===== src/rtl/turn_ctrl.sv =====
// Two-player turn controller: edge-detects start/go commits, latches moves, counts rounds.
// Optional forced hand-over on idle turns when TURN_TIMEOUT_EN is defined.
module turn_ctrl #(
  parameter int unsigned TIMEOUT_CYC = 50000
) (
  input  logic       clk,
  input  logic       rst_n,
  input  logic       start,
  input  logic       stop,
  input  logic [1:0] p1_btn,
  input  logic       p1_go,
  input  logic [1:0] p2_btn,
  input  logic       p2_go,
  output logic [1:0] in1,
  output logic [1:0] in2,
  output logic       enable,
  output logic       move_valid,
  output logic       timeout,
  output logic [7:0] round,
  output logic       busy,
  output logic [1:0] o_state
);

  typedef enum logic [1:0] {
    S_IDLE = 2'd0,
    S_P1   = 2'd1,
    S_P2   = 2'd2
  } state_t;

  if (TIMEOUT_CYC < 2 || TIMEOUT_CYC > 65535) begin : g_bad_timeout
    $error("turn_ctrl: TIMEOUT_CYC out of range 2..65535");
  end

  state_t r_state;
  state_t w_state_nxt;

  logic r_start_q;
  logic r_p1_q;
  logic r_p2_q;
  logic r_arm;
  logic w_start_edge;
  logic w_p1_edge;
  logic w_p2_edge;
  logic w_accept1;
  logic w_accept2;
  logic w_force;
  logic w_start_game;
  logic w_timeout_hit;

  // r_arm blocks the first cycle after reset, so a level held across release is not an edge.
  assign w_start_edge = start & ~r_start_q & r_arm;
  assign w_p1_edge    = p1_go & ~r_p1_q & r_arm;
  assign w_p2_edge    = p2_go & ~r_p2_q & r_arm;

  always_ff @(posedge clk or negedge rst_n) begin
    if (!rst_n) begin
      r_start_q <= 1'b0;
      r_p1_q    <= 1'b0;
      r_p2_q    <= 1'b0;
      r_arm     <= 1'b0;
    end else begin
      r_start_q <= start;
      r_p1_q    <= p1_go;
      r_p2_q    <= p2_go;
      r_arm     <= 1'b1;
    end
  end

  always_comb begin
    w_state_nxt  = r_state;
    w_accept1    = 1'b0;
    w_accept2    = 1'b0;
    w_force      = 1'b0;
    w_start_game = 1'b0;
    if (stop) begin
      w_state_nxt = S_IDLE;
    end else begin
      case (r_state)
        S_IDLE: begin
          if (w_start_edge) begin
            w_state_nxt  = S_P1;
            w_start_game = 1'b1;
          end
        end
        S_P1: begin
          if (w_p1_edge) begin
            w_accept1   = 1'b1;
            w_state_nxt = S_P2;
          end else if (w_timeout_hit) begin
            w_accept1   = 1'b1;
            w_force     = 1'b1;
            w_state_nxt = S_P2;
          end
        end
        S_P2: begin
          if (w_p2_edge) begin
            w_accept2   = 1'b1;
            w_state_nxt = S_P1;
          end else if (w_timeout_hit) begin
            w_accept2   = 1'b1;
            w_force     = 1'b1;
            w_state_nxt = S_P1;
          end
        end
        default: w_state_nxt = S_IDLE;
      endcase
    end
  end

  always_ff @(posedge clk or negedge rst_n) begin
    if (!rst_n) begin
      r_state    <= S_IDLE;
      in1        <= 2'b00;
      in2        <= 2'b00;
      enable     <= 1'b0;
      move_valid <= 1'b0;
      round      <= 8'd0;
    end else begin
      r_state    <= w_state_nxt;
      move_valid <= w_accept1 | w_accept2;
      if (w_start_game) begin
        round  <= 8'd0;
        enable <= 1'b0;
      end
      if (w_accept1) begin
        in1    <= w_force ? 2'b00 : p1_btn;
        enable <= 1'b0;
      end
      if (w_accept2) begin
        in2    <= w_force ? 2'b00 : p2_btn;
        enable <= 1'b1;
        round  <= round + 8'd1;
      end
    end
  end

`ifdef TURN_TIMEOUT_EN
  localparam logic [15:0] TO_LAST = 16'(TIMEOUT_CYC - 1);

  logic [15:0] r_turn_cnt;
  logic        r_timeout;

  assign w_timeout_hit = (r_turn_cnt == TO_LAST);
  assign timeout       = r_timeout;

  // Counter restarts on every state entry so each turn gets the full budget.
  always_ff @(posedge clk or negedge rst_n) begin
    if (!rst_n) begin
      r_turn_cnt <= 16'd0;
      r_timeout  <= 1'b0;
    end else begin
      r_timeout <= w_force;
      if (r_state == S_IDLE || w_state_nxt != r_state) begin
        r_turn_cnt <= 16'd0;
      end else begin
        r_turn_cnt <= r_turn_cnt + 16'd1;
      end
    end
  end
`else
  assign w_timeout_hit = 1'b0;
  assign timeout       = 1'b0;
`endif

  assign busy    = (r_state != S_IDLE);
  assign o_state = r_state;

endmodule


===== config.mk =====
export PLATFORM = sky130hd
export DESIGN_NAME = turn_ctrl
export DESIGN_NICKNAME = d
export VERILOG_FILES = /design/src/rtl/turn_ctrl.sv
export SDC_FILE = /design/constraint.sdc
export NUM_CORES = 1
export LEC_CHECK = 0
export CORE_MARGIN = 3
export CORE_UTILIZATION = 42
export DETAILED_ROUTE_END_ITERATION = 12
export PLACE_DENSITY_LB_ADDON = 0.25
export SKIP_CTS_REPAIR_TIMING = 1
export SLEW_MARGIN = 20
export SYNTH_ARGS = -nofsm -noshare
export SYNTH_HDL_FRONTEND = slang
export SYNTH_SLANG_ARGS = --single-unit

===== constraint.sdc =====
create_clock -name clk -period 1.75 [get_ports clk]
set_input_delay 0.35 -clock clk [delete_from_list [all_inputs] [get_ports clk]]
set_output_delay 0.35 -clock clk [all_outputs]
set_load 0.02 [all_outputs]

; Yosys cells after proc, flatten, opt, wreduce, memory -nomap -nowiden
; Cells that the tools add are included.
[classes]
mux = 19
add_sub_neg = 1
bitwise = 10
reduce_logical = 5
eq_ne = 5
[ops]
columns = cell, count
row1 = 2-to-1 mux 8 bit, 2
row2 = 2-to-1 mux 1 bit, 12
row3 = inequality test 3 bit (second input constant), 3
row4 = adder 8 x 1 -> 8 bit (second input constant), 1
row5 = 2-to-1 mux 2 bit, 4
row6 = AND 1 bit, 6
row7 = one-hot mux 2 bit (3 select lines), 1
row8 = nonzero test 2 bit, 2
row9 = NOT 1 bit, 3
row10 = AND reduction 3 bit, 1
row11 = nonzero test 3 bit, 1
row12 = equality test 2 x 1 -> 1 bit (second input constant), 1
row13 = equality test 2 bit (second input constant), 1
row14 = zero test 2 bit, 1
row15 = OR 1 bit, 1
[word_totals]
ff_bits = 20
out_inout_bits = 18
word_cells = 50
input_bits = 10

; Longest topological paths before layout
[logic_depth]
word_depth = 9
mapped_depth = 5
depth_no_buf = 5

; Worst setup path before layout
; No wires, ideal clock.
[synth_path]
path_type = register -> register
from = register r_state[0], in the netlist o_state[0]
to = register round[5]
stages_incl_launch_ff = 5
period_less_slack_ns = 1.417
path_buffers = 0
setup_time_ns = 0.136
setup_slack_ns = 0.333
arrival_ns = 1.281
required_ns = 1.614
path_cell_list = dfrtp_1 > nor4b_1 > nand2_1 > o311ai_1 > o41ai_1
[synth_via]
elab_chain_len = 4
elab_cells_between_ends = 8
classes_between = 1 x eq/ne / 5 x mux / 2 x reduce/logical
[synth_rtl]
columns = item, line_no
row1 = start: declaration, 34  ; state_t r_state;
row2 = start signal: assignment, 119  ; r_state <= w_state_nxt;
row3 = equality test 2 bit or zero test 2 bit (tied branches), 78  ; case (r_state)
row4 = 2-to-1 mux 1 bit, 78
row5 = 2-to-1 mux 1 bit, 75  ; if (stop) begin
row6 = 2-to-1 mux 8 bit or nonzero test 2 bit (tied branches), n/a
row7 = end signal: assignment, 132  ; round <= round + 8'd1;
row8 = end: declaration, 19  ; output logic [7:0] round,
; Several ways; a longest one is shown, not always the timed one.
; A chain may end at the register's enable or synchronous reset.

; Final worst setup path
[layout_path]
from = register round[5]
to = output round[5]
; No word-level cell between the ends.

==> impl_metrics.py <==
metrics = {
    "yosys": {
        "synth_cells": 80,
        "synth_top_area_frac": 0.560,
        "syn_nets": 91,
        "ys_ff_latch": 20,
        "seq_area_frac_synth": 0.560,
        "yosys-top-cells-area": "dfrtp_1 56%, nand2_1 6.3%, o21ai_1 2.8%",
        "muxShareOfSynthArea": 0.0364,
        "synth_top_flop_cell": "dfrtp_1",
        "synth_edf_count": 0,
        "ys_async_sr_fraction": 1.00,
        "synthSimpleGateAreaFrac": 0.246,
        "synth_largest_area_cell": "dfrtp_1",
        "synth_cell_types": 30,
        "synth.avg_cell_area_um2": 11.2,
        "syn_area_um2": 893,
        "synth-xor-area-share": 0,
        "synth_compound_area_frac": 0.126,
        "synth_top_family_by_area": "simple AND/OR/NAND/NOR gates",
        "yosys.area_share.adder": 0.0140,
        "yosysWarnings": 0,
    },
    "die": {
        "io_pins": 28,
        "start_util": 0.451,
        "die_area_mm2": 0.00272,
        "rows": 16,
        "die_h_um": 52.1,
        "core_area_mm2": 0.00198,
        "die_w_um": 52.1,
    },
    "setup_path": {
        "slowest_stage": "clkdlybuf4s50_1",
        "regToRegEndpoint": "round[5]",
        "r2r_setup_slack_ns": 0.26,
        "endpoint_kind": "output pin",
        "path_class": "flop to output pin",
        "reg2regPathDepth": 6,
        "r2r-start": "o_state[0]",
        "cp_cell_sequence": "clkdlybuf4s50_1",
        "crit_family": "buffers and inverters",
        "crit_buf_inv": 1,
        "crit_arrival_ns": 1.32,
        "required_ns": 1.40,
        "max_stage_delay_ns": 0.62,
        "cp-start-kind": "flop",
        "worst-path-max-fanout": 4,
    },
    "sta": {
        "slew_violations": 0,
        "clock.fmax_mhz": 598,
        "rsz0062_at_grt": "false",
        "final-setup-viol-count": 0,
        "worst_hold_slack_ns": 0.374,
        "period_share": 0.955,
        "hold_viol_final": 0,
        "min_period_ns": 1.67,
        "skew_ns": 0.00136,
    },
    "drt": {
        "dr_total_vias": 754,
        "route.detailed.drc": 0,
        "ant_nets": 0,
        "drt_iter0_drc": 14,
        "viasPerCell": 5.24,
        "wl_per_cell_um": 12.9,
        "dr.pass1.iters": 6,
        "drt_wl_total_mm": 1.85,
    },
    "grt": {
        "grt_max_degree": 21,
        "grt.total_usage": 0.169,
        "grt_overflow": 0,
        "antenna_found_initial": 0,
        "grt_pass1_wl_mm": 3.37,
        "grt_pass1_vias": 765,
    },
    "placement": {
        "dp_hpwl_mm": 1.43,
        "placed_cells": 141,
        "port_buffers": 26,
        "routabilityCongestion": 0.831,
    },
    "clocking": {
        "cts.clk_slew.worst_paths_ns": 0.10,
        "clock_sinks": 20,
        "clockBufferDepth": 2,
        "clk_latency_ns": 0.31,
        "cts_tree": "yes",
        "root_buffer": "clkbuf_4",
        "cts_max_level": 1,
        "cts_buffers": 3,
    },
    "finish": {
        "seqCellArea_um2": 500,
        "num-fill-cells": 164,
        "fin_cells": 144,
        "multiInputGateArea_um2": 385,
        "syn_to_final_growth_pct": 44.7,
        "antenna_cells": 0,
        "nets": 130,
        "drive_gt1_frac": 0.145,
    },
    "power": {
        "powerDensity_mw_per_mm2": 689,
        "cellLeakagePower_nw": 0.741,
        "peakVddDrop_v": 0.000626,
    },
    "min_path": {
        "hp-class": "input pin to asynchronous set/reset pin",
    },
    "outcome": {
        "outcome": "finished, final reports clean",
    },
    "flow_run": {
        "maxCapViolCount": 0,
    },
}
[power breakdown]
part           internal [mW]  total [mW]  switching (mW)  leakage (nW)
combinational         0.0879       0.167          0.0793         0.459
sequential             0.487       0.504          0.0161         0.267
clock                 0.0806       0.219           0.139        0.0138
[logic make-up after synthesis]
group	after synthesis
AO/OA/AOI/OAI	16
other	2
multiplexers	3
adder cells (fa/ha/maj)	1
AND/OR/NAND/NOR	37
buffers and inverters	1
flip-flops	20
[per-layer routing]
layer,up-vias,share of wire,GRT usage,wire (um)
met1,356,0.45,0.221,826
li1,365,-,-,-
met2,27,0.48,0.268,894
met3,6,0.045,0.0258,83
met4,0,0.026,0.0917,48
met5,-,0,0,0
[layout by cell type, fill, tap and decap left out, drive strengths merged, types with 2 or more instances in the layout]
cell type and n:
dfrtp 20, clkdlybuf4s50 17, nand2 16, dlymetal6s2s 9, buf 9, o21ai 6, nand3 4, nand2b 3
nand3b 3, a211oi 3, clkbuf 3, mux2 2, o311ai 2, o41ai 2, conb 2
[sequential cells by signal, summed over array words and instances, names as in the netlist]
register,count
round,8
in1,2
in2,2
o_state,2
enable,1
move_valid,1
r_arm,1
r_p1_q,1
r_p2_q,1
r_start_q,1
[synth_stat cells, types with 2 or more instances]
| cell type | count |
|---|---|
| o41ai_1 | 2 |
| o311ai_1 | 2 |
| dfrtp_1 | 20 |
| a211oi_1 | 3 |
| mux2_1 | 2 |
| conb_1 | 2 |
| nand2b_1 | 3 |
| o21ai_1 | 5 |
| nand3b_1 | 3 |
| nand3_1 | 4 |
| nand2_1 | 15 |
[cell type report]
| type | instances | share of cell area |
|---|---|---|
| Clock buffer | 3 | 0.0174 |
| Multi-Input combinational cell | 59 | 0.298 |
| Sequential cell | 20 | 0.387 |
| Tap cell | 27 | 0.0261 |
| Timing Repair Buffer | 35 | 0.271 |
[worst register-to-register path, delay by kind of cell (launching register included)]
kind / cells / cell delay (ns)
AO/OA/AOI/OAI: 2 / 0.21
buffers and inverters: 2 / 0.33
flip-flops: 1 / 0.39
AND/OR/NAND/NOR: 2 / 0.43
[worst max-delay path by stage]
stage	cells after the start	from	to
finish	1	round[5]	round[5]
global route	1	round[5]	round[5]
CTS	2	o_state[0]	busy
detailed placement	6	start	round[5]
global placement	5	p2_go	round[5]
floorplan	4	o_state[0]	round[5]
[stage by stage]
stage | utilization | worst slack, ns | area, um2 | total power [mW] | TNS (ns)
after floorplan | - | 0.333 | 893 | 0.583 | 0
after global placement | 0.629 | 0.0415 | 1250 | 0.679 | 0
after detailed placement | 0.629 | 0.0171 | 1250 | 0.685 | 0
after CTS | 0.641 | -0.135 | 1270 | 0.901 | -0.231
after global routing | 0.652 | 0.0157 | 1290 | 0.936 | 0
final | 0.652 | 0.0784 | 1290 | 0.890 | 0
No activity file was read; power rests on OpenSTA's default activity.
